### config.mk
export PLATFORM = sky130hd
export DESIGN_NAME = fetch_ctrl
export DESIGN_NICKNAME = d
export VERILOG_FILES = /design/src/rtl/y86_pkg.sv /design/src/rtl/instr_len_dec.sv /design/src/rtl/fetch_ctrl.sv
export SDC_FILE = /design/constraint.sdc
export NUM_CORES = 1
export LEC_CHECK = 0
export BUFFER_PORTS_ARGS = -buffer_cell sky130_fd_sc_hd__buf_4
export CAP_MARGIN = 5
export CORE_MARGIN = 3
export CORE_UTILIZATION = 55
export CTS_CLUSTER_SIZE = 8
export DETAILED_ROUTE_END_ITERATION = 16
export PLACE_DENSITY = 0.83
export SLEW_MARGIN = 5
export SYNTH_ARGS = -nofsm -noshare
export SYNTH_HDL_FRONTEND = slang
export SYNTH_HIERARCHICAL = 1
export SYNTH_SLANG_ARGS = --single-unit
### constraint.sdc
create_clock -name clk -period 7.9 [get_ports clk]
set_input_delay 0.79 -clock clk [delete_from_list [all_inputs] [get_ports clk]]
set_output_delay 0.79 -clock clk [all_outputs]
set_load 0.05 [all_outputs]
### src/rtl/y86_pkg.sv
// Shared Y86-64 encodings: instruction codes, status codes, register sentinel
// and the fetch controller state type.
package y86_pkg;

    localparam logic [3:0] IHALT   = 4'h0;
    localparam logic [3:0] INOP    = 4'h1;
    localparam logic [3:0] IRRMOVQ = 4'h2;
    localparam logic [3:0] IIRMOVQ = 4'h3;
    localparam logic [3:0] IRMMOVQ = 4'h4;
    localparam logic [3:0] IMRMOVQ = 4'h5;
    localparam logic [3:0] IOPQ    = 4'h6;
    localparam logic [3:0] IJXX    = 4'h7;
    localparam logic [3:0] ICALL   = 4'h8;
    localparam logic [3:0] IRET    = 4'h9;
    localparam logic [3:0] IPUSHQ  = 4'hA;
    localparam logic [3:0] IPOPQ   = 4'hB;

    localparam logic [3:0] RNONE = 4'hF;

    localparam logic [1:0] STAT_AOK = 2'b00;
    localparam logic [1:0] STAT_HLT = 2'b01;
    localparam logic [1:0] STAT_ADR = 2'b10;
    localparam logic [1:0] STAT_INS = 2'b11;

    typedef enum logic [1:0] {
        S_IDLE,
        S_RD,
        S_HOLD,
        S_HALT
    } fetch_state_e;

endpackage

### src/rtl/instr_len_dec.sv
// Instruction length and validity decode from the first instruction byte.
// Optional FETCH_CTRL_IFUN_CHECK_EN also rejects undefined ifun values.
module instr_len_dec
    import y86_pkg::*;
(
    input  logic [7:0] byte0,
    output logic [3:0] len,
    output logic       invalid
);

    logic [3:0] icode;
    logic [3:0] ifun;

    assign icode = byte0[7:4];
    assign ifun  = byte0[3:0];

`ifdef FETCH_CTRL_IFUN_CHECK_EN
    logic ifun_bad;

    always_comb begin
        case (icode)
            IOPQ:          ifun_bad = (ifun > 4'd3);
            IRRMOVQ, IJXX: ifun_bad = (ifun > 4'd6);
            default:       ifun_bad = (ifun != 4'd0);
        endcase
    end
`else
    logic unused_ifun;
    logic ifun_bad;

    assign unused_ifun = ^ifun;
    assign ifun_bad    = 1'b0;
`endif

    always_comb begin
        len     = 4'd1;
        invalid = 1'b0;
        case (icode)
            IHALT, INOP, IRET:             len = 4'd1;
            IRRMOVQ, IOPQ, IPUSHQ, IPOPQ:  len = 4'd2;
            IJXX, ICALL:                   len = 4'd9;
            IIRMOVQ, IRMMOVQ, IMRMOVQ:     len = 4'd10;
            default:                       invalid = 1'b1;
        endcase
        // invalid encodings are treated as one-byte instructions
        if (ifun_bad) begin
            invalid = 1'b1;
        end
        if (invalid) begin
            len = 4'd1;
        end
    end

endmodule

### src/rtl/fetch_ctrl.sv
// Y86-64 byte-serial instruction fetch: reads one byte per cycle from a
// synchronous imem and presents decoded fields with a valid/ready handshake.
module fetch_ctrl
    import y86_pkg::*;
#(
    parameter int MEM_BYTES = 1024,
    parameter int PC_W      = 10
) (
    input  logic            clk,
    input  logic            reset,
    input  logic            pc_load,
    input  logic [PC_W-1:0] pc_in,
    output logic [PC_W-1:0] mem_addr,
    output logic            mem_rd,
    input  logic [7:0]      mem_rdata,
    output logic            out_valid,
    input  logic            out_ready,
    output logic [3:0]      icode,
    output logic [3:0]      ifun,
    output logic [3:0]      rA,
    output logic [3:0]      rB,
    output logic [63:0]     valC,
    output logic [63:0]     valP,
    output logic [1:0]      stat,
    output logic            busy
);

    fetch_state_e    state_q, state_d;
    logic [PC_W-1:0] pc_q, pc_d;
    logic [3:0]      k_q, k_d;
    logic [3:0]      len_q, len_d;
    logic [3:0]      last_q, last_d;
    logic [3:0]      icode_q, icode_d, ifun_q, ifun_d;
    logic [3:0]      ra_q, ra_d, rb_q, rb_d;
    logic [63:0]     valc_q, valc_d, valp_q, valp_d;
    logic [1:0]      stat_q, stat_d;

    logic [3:0]  dec_len;
    logic        dec_inv;
    logic [63:0] pc64, avail, dec_end;
    logic [3:0]  first_last, cur_last;
    logic [1:0]  first_stat;
    logic [2:0]  bidx;
    logic        start_fetch;

    instr_len_dec u_dec (
        .byte0   (mem_rdata),
        .len     (dec_len),
        .invalid (dec_inv)
    );

    assign pc64    = 64'(pc_q);
    assign avail   = (pc64 < 64'(MEM_BYTES)) ? 64'(MEM_BYTES) - pc64 : '0;
    assign dec_end = pc64 + 64'(dec_len);

    // An instruction running past the end of memory stops at the last in-range byte.
    always_comb begin
        first_last = dec_len - 4'd1;
        first_stat = STAT_AOK;
        if (dec_end > 64'(MEM_BYTES)) begin
            first_stat = STAT_ADR;
            first_last = (avail == '0) ? 4'd0 : 4'(avail - 64'd1);
        end else if (dec_inv) begin
            first_stat = STAT_INS;
        end else if (mem_rdata[7:4] == IHALT) begin
            first_stat = STAT_HLT;
        end
    end

    assign cur_last = (k_q == 4'd0) ? first_last : last_q;

    always_comb begin
        state_d     = state_q;
        pc_d        = pc_q;
        k_d         = k_q;
        len_d       = len_q;
        last_d      = last_q;
        icode_d     = icode_q;
        ifun_d      = ifun_q;
        ra_d        = ra_q;
        rb_d        = rb_q;
        valc_d      = valc_q;
        valp_d      = valp_q;
        stat_d      = stat_q;
        mem_rd      = 1'b0;
        mem_addr    = '0;
        start_fetch = 1'b0;
        bidx        = (len_q == 4'd10) ? 3'(k_q - 4'd2) : 3'(k_q - 4'd1);

        case (state_q)
            S_IDLE: begin
                start_fetch = pc_load;
            end
            S_RD: begin
                if (k_q < cur_last) begin
                    mem_rd   = 1'b1;
                    mem_addr = pc_q + PC_W'(k_q) + PC_W'(1);
                end
                if (k_q == 4'd0) begin
                    icode_d = mem_rdata[7:4];
                    ifun_d  = mem_rdata[3:0];
                    len_d   = dec_len;
                    last_d  = first_last;
                    stat_d  = first_stat;
                    valp_d  = dec_end;
                end else if (k_q == 4'd1 && (len_q == 4'd2 || len_q == 4'd10)) begin
                    ra_d = mem_rdata[7:4];
                    rb_d = mem_rdata[3:0];
                end else if (len_q == 4'd9 || len_q == 4'd10) begin
                    valc_d[{bidx, 3'b000} +: 8] = mem_rdata;
                end
                if (k_q == cur_last) begin
                    state_d = S_HOLD;
                end else begin
                    k_d = k_q + 4'd1;
                end
            end
            S_HOLD: begin
                if (out_ready) begin
                    if (stat_q == STAT_AOK) begin
                        state_d     = S_IDLE;
                        start_fetch = pc_load;
                    end else begin
                        state_d = S_HALT;
                    end
                end
            end
            default: ;
        endcase

        if (start_fetch) begin
            state_d  = S_RD;
            pc_d     = pc_in;
            k_d      = 4'd0;
            icode_d  = 4'd0;
            ifun_d   = 4'd0;
            ra_d     = RNONE;
            rb_d     = RNONE;
            valc_d   = '0;
            valp_d   = '0;
            stat_d   = STAT_AOK;
            mem_addr = pc_in;
            mem_rd   = (64'(pc_in) < 64'(MEM_BYTES));
        end
    end

    always_ff @(posedge clk or posedge reset) begin
        if (reset) begin
            state_q <= S_IDLE;
            pc_q    <= '0;
            k_q     <= '0;
            len_q   <= '0;
            last_q  <= '0;
            icode_q <= '0;
            ifun_q  <= '0;
            ra_q    <= RNONE;
            rb_q    <= RNONE;
            valc_q  <= '0;
            valp_q  <= '0;
            stat_q  <= STAT_AOK;
        end else begin
            state_q <= state_d;
            pc_q    <= pc_d;
            k_q     <= k_d;
            len_q   <= len_d;
            last_q  <= last_d;
            icode_q <= icode_d;
            ifun_q  <= ifun_d;
            ra_q    <= ra_d;
            rb_q    <= rb_d;
            valc_q  <= valc_d;
            valp_q  <= valp_d;
            stat_q  <= stat_d;
        end
    end

    assign out_valid = (state_q == S_HOLD);
    assign busy      = (state_q == S_RD) || (state_q == S_HOLD);
    assign icode     = icode_q;
    assign ifun      = ifun_q;
    assign rA        = ra_q;
    assign rB        = rb_q;
    assign valC      = valc_q;
    assign valP      = valp_q;
    assign stat      = stat_q;

endmodule
==> After elaboration in Yosys (flattened, before gate mapping) <==
Index checks and enable logic that the tools add are counted.
{ "classes": {"add_sub_neg": 10, "mul": 0, "div_mod_pow": 0, "n_lt_le_gt_ge": 3, "n_eq_ne": 23, "shift": 2, "muxes": 53, "bitwise": 0, "reduce_logical": 24} }
{ "ops": {"columns": ["operator", "n"], "rows": [
  ["$mux W64", 9],
  ["$mux W4", 21],
  ["$bwmux W64", 1],
  ["$logic_not A64 Y1", 1],
  ["$shift A8 B8 Y64 const A", 1],
  ["$shiftx A8 B8 Y64", 1],
  ["$mux W10", 3],
  ["$eq A4 B4 Y1 const B", 6],
  ["$mux W2", 9],
  ["$eq A4 B3 Y1 const B", 4],
  ["$eq A4 B2 Y1 const B", 3],
  ["$pmux W4 S3", 1],
  ["$reduce_or A12 Y1", 1],
  ["$sub A11 B10 Y12 const A", 1],
  ["$add A10 B4 Y11", 1],
  ["$gt A11 B11 Y1 const B", 1],
  ["$lt A10 B11 Y1 const B", 1],
  ["$add A10 B1 Y10 const B", 1],
  ["$add A10 B4 Y10", 1],
  ["$eq A4 B1 Y1 const B", 2],
  ["$logic_not A4 Y1", 2],
  ["$neg A6 Y8", 1],
  ["$reduce_bool A2 Y1", 4],
  ["$sub A4 B1 Y4 const B", 2],
  ["24 further kinds", 37]
]} }
{ "word_totals": {"register_bits": 170, "latchBits": 0, "ramBits": 0, "mem_bits_ro": 0, "output_inout_bits": 159, "wordCells": 127, "n_memories": 0} }

==> Longest topological paths before layout <==
Gate-level depths: netlist of the first run.
{ "depth": {"ltp_word": 12, "mapped_depth": 19} }

==> Hierarchy <==
Netlist of the first run, hierarchy kept.
{ "by_module_without_submodules": {"columns": ["module", "n_inst", "cells_each", "area_each_um2", "seq_area_each_um2"], "rows": [
  ["fetch_ctrl", 1, 721, 6744.0, 2937.8],
  ["instr_len_dec", 1, 10, 75.1, 0.0]
]} }

==> Worst setup path after synthesis of the first run <==
No wires, ideal clock.
{ "synth_timing": {"path_type": "input -> output", "startpoint": "in mem_rdata[5]", "endpoint": "out mem_addr[3]", "t_arrival_ps": 5611, "slack_ps": 1499, "cell_stages": 18, "n_path_buf": 1, "path_cell_list": "a21oi_1 > mux2i_1 > ha_1 > fa_1 > a211oi_1 > nor2_1 > o311a_1 > or4_1 > nor2_1 > a311o_1 > ha_1 > nor2b_1 > o21a_1 > o21ai_0 > nand3b_1 > nand2b_1 > clkbuf_1 > o31ai_1"} }
{ "synth_between": {"elab_chain_len": 12} }
{ "synth_rtl": {"columns": ["element", "line_no", "rtl"], "rows": [
  ["from (decl)", "fetch_ctrl.sv:15", "input logic [7:0] mem_rdata,"],
  ["$eq A4 B2 Y1 (tied with other cells)", "instr_len_dec.sv:38", "case (icode)"],
  ["$reduce_or A4 Y1 (tied with other cells)", null, null],
  ["$pmux W4 S3", "instr_len_dec.sv:38", null],
  ["$mux W4 (*)", "instr_len_dec.sv:49", "if (invalid) begin"],
  ["net dec_len[0]", "fetch_ctrl.sv:38", "logic [3:0] dec_len;"],
  ["$add A10 B4 Y11", "fetch_ctrl.sv:54", "assign dec_end = pc64 + 64'(dec_len);"],
  ["$gt A11 B11 Y1", "fetch_ctrl.sv:60", "if (dec_end > 64'(MEM_BYTES)) begin"],
  ["$mux W4 (*)", "fetch_ctrl.sv:60", null],
  ["$mux W4 (*)", null, null],
  ["$lt A4 B4 Y1 (*)", "fetch_ctrl.sv:95", "if (k_q < cur_last) begin"],
  ["$mux W10 (*)", "fetch_ctrl.sv:95", null],
  ["$mux W10 (*)", "fetch_ctrl.sv:90", "case (state_q)"],
  ["$mux W10 (*)", "fetch_ctrl.sv:131", "if (start_fetch) begin"],
  ["to (decl)", "fetch_ctrl.sv:13", "output logic [PC_W-1:0] mem_addr,"]
]} }
The timed path passes the listed nets; every way through them passes the cells marked *.

==> Worst setup path after layout of the first run <==
Ends and elaborated chain as after synthesis.

==> flow_summary.json, run 1 <==
{
  "outcome": "completed",
  "ys_ff_latch": 117,
  "drc_errors": 0,
  "clkPwrFrac_pct": 20.5,
  "hold_buffers": 0,
  "setup_ws_ps": 1450,
  "skew_ps": 9.44,
  "worstReg2RegStart": "pc_q[0]$_DFFE_PP0P_",
  "start_util_pct": 56.5,
  "fillers": 956,
  "crit_path_cell_trace": "buf_4, a21oi_1, mux2i_1, ha_1, fa_1, a211oi_1, nor2_1, o311a_1, nor4_2, a21oi_1, a311o_1, ha_1, nor2b_1, o21a_1, o21ai_0, nand3b_1, nand2b_1, o31ai_1, buf_4",
  "first_pass_iters": 5,
  "htree_levels": 4,
  "largest_reg_flops": 64,
  "path_class": "primary input to primary output",
  "dieArea_um2": 13800,
  "cts_setup_buffers": 0,
  "grt_pass1_wl_mm": 27.4,
  "portBuffers": 127,
  "p_int_mw": 1.86,
  "die_w_um": 117,
  "ios": 181,
  "slew_headroom_pct": 29.8,
  "crit_path_end_kind": "primary output",
  "rsz0062_at_grt": "no",
  "crit_path_max_incr_delay_ps": 510,
  "yosysMostFrequentCell": "dfrtp_1",
  "dp_slack_ps": 1550,
  "final_area_um2": 8230,
  "synth_edf_count": 0,
  "design.core.area_um2": 12100,
  "postRouteAntennaNets": 0,
  "dpl.hpwl_mm": 11.6,
  "clockRootBuffer": "clkbuf_16",
  "power.density_nw_per_um2": 453,
  "yosysTopAreaCell": "dfrtp_1",
  "ys_top_cells_by_area": "dfrtp_1, mux2i_1, buf_4",
  "die_h_um": 117,
  "synth_warnings": 6,
  "crit_path_start_kind": "primary input",
  "place_inst": 986,
  "clk_latency_ps": 420,
  "r2r_end": "state_q[0]$_DFFE_PP0P_",
  "antenna_found_initial": 0,
  "tns_ps": 0,
  "timing.fmax_mhz": 155,
  "layout_min_cycle_time_ps": 6450,
  "grt.total_usage_pct": 24.6,
  "crit_fanout": 16,
  "placed_cell_area_um2": 7640,
  "cts_sinks": 117,
  "overflow": 0,
  "async_flop_share_pct": 100,
  "r2r_setup_slack_ps": 3270,
  "timing.final.crit_share_pct": 81.7,
  "hold_viol_final": 0,
  "synth.cell_area_um2": 6820,
  "vias_per_cell": 5.47,
  "holdWs_ps": 389,
  "reg2reg_depth": 13,
  "syn_to_final_growth_pct": 20.7,
  "wirelength_mm": 16.9,
  "drive_above_1_share_pct": 22.4,
  "fin_util_pct": 68.2,
  "cts_tree": "built",
  "syn_inst": 731,
  "synthDistinctLibCells": 62,
  "power_mw": 3.73,
  "avgSynthCellArea_um2": 9.33,
  "hold_class": "primary input to async pin",
  "antenna_cells": 0,
  "sequentialPowerShare_pct": 25.9,
  "rows": 40,
  "combPwrFrac_pct": 53.6,
  "grt_max_degree": 86,
  "cts_resized": 0,
  "timing.max_cap.violations": 0,
  "synthFlopType": "dfrtp_1",
  "synthTopCellsByCount": "dfrtp_1, nand2_1, nor2_1",
  "switching_share_pct": 50.1,
  "irDropWorstVdd_mv": 0.169,
  "yosysSeqAreaShare_pct": 43.1,
  "fin_nets": 885,
  "p_leak_nw": 4.32,
  "p_switching_mw": 1.87,
  "cts_buffers": 17,
  "worstMarginPinSlew_ps": 1050,
  "cp_data_required_time_ps": 7110,
  "synth_top_area_share_pct": 40.0,
  "cts.path.max_buffers": 2,
  "wl_per_cell_um": 16.6,
  "dr.first_iter.drc_count": 489,
  "clk_pin_slew_ps": 60,
  "grt_pass1_vias": 5295,
  "slowest_stage": "nor4_2",
  "setup_viol": 0,
  "drv_slew": 0,
  "vias": 5569,
  "critPathArrivalTime_ps": 5660,
  "layout.cells.non_filler": 1018,
  "routabilityCongestion": 0.930
}
worst max path at each step:
stage	from	endpoint	cells after the start
2_1_floorplan	mem_rdata[5]	mem_addr[3]	18
3_3_place_gp	mem_rdata[5]	mem_addr[3]	19
3_5_place_dp	mem_rdata[5]	mem_addr[3]	19
4_1_cts	mem_rdata[5]	mem_addr[3]	19
5_1_grt	mem_rdata[5]	mem_addr[3]	19
6_report	mem_rdata[5]	mem_addr[3]	19
per-layer routing:
metal | routed length [um] | vias up | GRT usage (%)
li1 | - | 2617 | -
met1 | 7410 | 2673 | 33.6
met2 | 7640 | 242 | 38.0
met3 | 1330 | 37 | 5.69
met4 | 512 | 0 | 10.5
met5 | 0 | - | 0
layout make-up:
type | count | area, um^2 | share of cell area, %
Multi-Input combinational cell | 544 | 3410 | 41.4
Sequential cell | 117 | 2940 | 35.7
Timing Repair Buffer | 132 | 991 | 12.0
Clock buffer | 17 | 425 | 5.17
Tap cell | 168 | 210 | 2.55
Clock inverter | 15 | 160 | 1.95
Inverter | 25 | 96.3 | 1.17
kinds of logic after synthesis:
logic type,after synthesis,synth area share (%)
AO/OA/AOI/OAI,110,10.4
XOR/XNOR,25,3.21
multiplexers,74,11.0
buffers and inverters,122,9.87
AND/OR/NAND/NOR,255,17.4
flip-flops,117,43.1
other,2,0.110
adder cells (fa/ha/maj),26,4.99
cell usage in the layout (no fill, tap or decap), types with 13 or more instances in the layout:
cell type  netlist  routed
a21oi_1         26      26
buf_4           55     132
clkbuf_16        0      17
conb_1           2      54
dfrtp_1        109     109
ha_1            24      24
inv_1           25      24
mux2i_1         69      69
nand2_1        101     101
nand3_1         15      15
nor2_1          80      80
o21ai_0         36      36
xnor2_1         13      13
critical path, delay by kind of cell:
family	cells	cell delay, ps
muxes	1	210
and+or+nand+nor	5	1210
AOI/OAI and AO/OA	8	2000
adders and majority gates	3	1040
buffers and inverters	2	420
power groups by stage:
stage | Clock, mW | Combinational, mW | Sequential (mW)
3_5_place_dp | 0 | 1.98 | 0.970
6_report | 0.765 | 2.00 | 0.966
4_1_cts | 0.774 | 2.00 | 0.963
5_1_grt | 0.799 | 2.15 | 0.992
2_1_floorplan | 0 | 1.14 | 1.32
3_3_place_gp | 0 | 1.96 | 0.966
No activity file was read; power rests on OpenSTA's default activity.
==> inputs of run 2 (changes only) <==
--- a/config.mk
+++ b/config.mk
@@ -8,10 +8,10 @@
 export BUFFER_PORTS_ARGS = -buffer_cell sky130_fd_sc_hd__buf_4
 export CAP_MARGIN = 5
 export CORE_MARGIN = 3
-export CORE_UTILIZATION = 55
+export CORE_UTILIZATION = 48
 export CTS_CLUSTER_SIZE = 8
 export DETAILED_ROUTE_END_ITERATION = 16
-export PLACE_DENSITY = 0.83
+export PLACE_DENSITY = 0.77
 export SLEW_MARGIN = 5
 export SYNTH_ARGS = -nofsm -noshare
 export SYNTH_HDL_FRONTEND = slang
==> constraint.sdc (replaced) <==
create_clock -name clk -period 5.5 [get_ports clk]
set_input_delay 0.55 -clock clk [delete_from_list [all_inputs] [get_ports clk]]
set_output_delay 0.55 -clock clk [all_outputs]
set_load 0.05 [all_outputs]
==> flow_summary.json, run 2 (synthesis gave the netlist of run 1 again) <==
{
  "overflow": 0,
  "cts_buffers": 17,
  "critPathArrivalTime_ps": 4720,
  "clk_pin_slew_ps": 50,
  "grt_pass1_wl_mm": 27.1,
  "multi_input_area_um2": 3440,
  "final_area_um2": 8390,
  "hold_buffers": 0,
  "wirelength_mm": 17.1,
  "wl_per_cell_um": 16.4,
  "regArea_um2": 2940,
  "cts_setup_buffers": 0,
  "dp_slack_ps": 85.7,
  "placed_cell_area_um2": 7770,
  "drive_above_1_share_pct": 24.0,
  "fin_nets": 900,
  "first_pass_iters": 5,
  "grt_max_degree": 81,
  "skew_ps": 8.77,
  "vias_per_cell": 5.26,
  "antenna_found_initial": 0,
  "holdWs_ps": 351,
  "path_class": "primary input to primary output",
  "fin_util_pct": 61.9,
  "setup_ws_ps": 234,
  "clk_latency_ps": 410,
  "timing.fmax_mhz": 190,
  "worstMarginPinSlew_ps": 987,
  "reg2reg_depth": 16,
  "crit_fanout": 10,
  "p_leak_nw": 4.41,
  "power.density_nw_per_um2": 647,
  "syn_to_final_growth_pct": 23.1,
  "worstReg2RegStart": "pc_q[0]$_DFFE_PP0P_",
  "die_w_um": 125,
  "cts_tree": "built",
  "start_util_pct": 50.3,
  "drv_slew": 0,
  "grt_pass1_vias": 5143,
  "final_common_cell": "buf_4",
  "hold_viol_final": 0,
  "htree_levels": 4,
  "layout_min_cycle_time_ps": 5270,
  "dr.first_iter.drc_count": 411,
  "postRouteAntennaNets": 0,
  "min_path_cells": 3,
  "cts.path.max_buffers": 2,
  "cts_sinks": 117,
  "cp_data_required_time_ps": 4950,
  "timing.max_cap.violations": 0,
  "startpoint": "mem_rdata[7]",
  "routabilityCongestion": 0.935,
  "irDropWorstVdd_mv": 0.312,
  "hold_class": "primary input to flop",
  "design.core.area_um2": 13600,
  "fillers": 1136,
  "portBuffers": 127,
  "clockRootBuffer": "clkbuf_16",
  "grt.total_usage_pct": 21.2,
  "rows": 42,
  "crit_path_end_kind": "primary output",
  "outcome": "completed",
  "ios": 181,
  "largest_reg_flops": 64,
  "dpl.hpwl_mm": 12.1,
  "antenna_cells": 0,
  "tns_ps": 0,
  "crit_path_start_kind": "primary input",
  "die_h_um": 125,
  "hp-start": "pc_in[2]",
  "most-common-layout-cells": "buf_4, dfrtp_1, nand2_1",
  "slew_headroom_pct": 34.2,
  "vias": 5475,
  "setup_viol": 0,
  "dieArea_um2": 15700,
  "drc_errors": 0,
  "timing.final.crit_share_pct": 95.7
}
[run 2: routing by layer]
| layer | vias to the layer above | GRT usage [%] | part of all wire (%) |
|---|---|---|---|
| met5 | - | 0 | 0 |
| met4 | 0 | 4.91 | 0.61 |
| met3 | 11 | 5.54 | 7.9 |
| met2 | 199 | 33.0 | 47 |
| met1 | 2622 | 29.9 | 45 |
| li1 | 2643 | - | - |
[run 2: repair_timing]
item,CTS,global route
resized for setup,0,9
setup endpoints to repair,0,10
endpoints found under the hold margin,0,0
[run 2: path summary, 6_finish.rpt]
check / end / slack, ps
max in group asynchronous: icode[1]$_DFFE_PP0P_ / 4090
worst max register to register: state_q[1]$_DFFE_PP0P_ / 1490
worst max-delay path: mem_addr[3] / 230
worst min register to register: valC[30]$_DFFE_PP0P_ / 500
min in group asynchronous: pc_q[1]$_DFFE_PP0P_ / 370
worst min-delay path: pc_q[2]$_DFFE_PP0P_ / 350
[run 2: stage by stage]
stage	std cells	total power, mW
4_1_cts	1041	5.41
6_report	1041	5.43
5_1_grt	1041	5.75
2_1_floorplan	783	3.54
3_5_place_dp	1009	4.29
3_3_place_gp	1009	4.26
[run 2: report_power, final]
group | leakage [nW] | total, mW | switching (mW) | internal, mW
combinational | 2.59 | 2.96 | 2.00 | 0.960
clock | 0.286 | 1.09 | 0.391 | 0.703
sequential | 1.53 | 1.37 | 0.242 | 1.13
total | 4.41 | 5.43 | 2.63 | 2.79
[run 2: cell type report]
| cell class | instances | area share, % |
|---|---|---|
| clock buffer | 21 | 5.61 |
| clock inverter | 11 | 1.48 |
| inverter | 25 | 1.15 |
| multi-input combinational | 544 | 41.0 |
| sequential | 117 | 35.0 |
| tap | 176 | 2.62 |
| timing repair buffer | 147 | 13.2 |
[run 2: critical path, stage by stage]
cell      delay [ps]
buf_4            120
buf_4            180
and3b_1          190
a211o_1          290
ha_2             390
nand3_1          100
o22a_1           260
xnor2_1          180
or4_1            580
nor2_1           170
a311o_1          190
ha_1             230
nor2b_1          140
o21a_1           160
o21ai_0          140
nand3b_1         130
nand2b_4         230
o31ai_4          270
buf_6            190
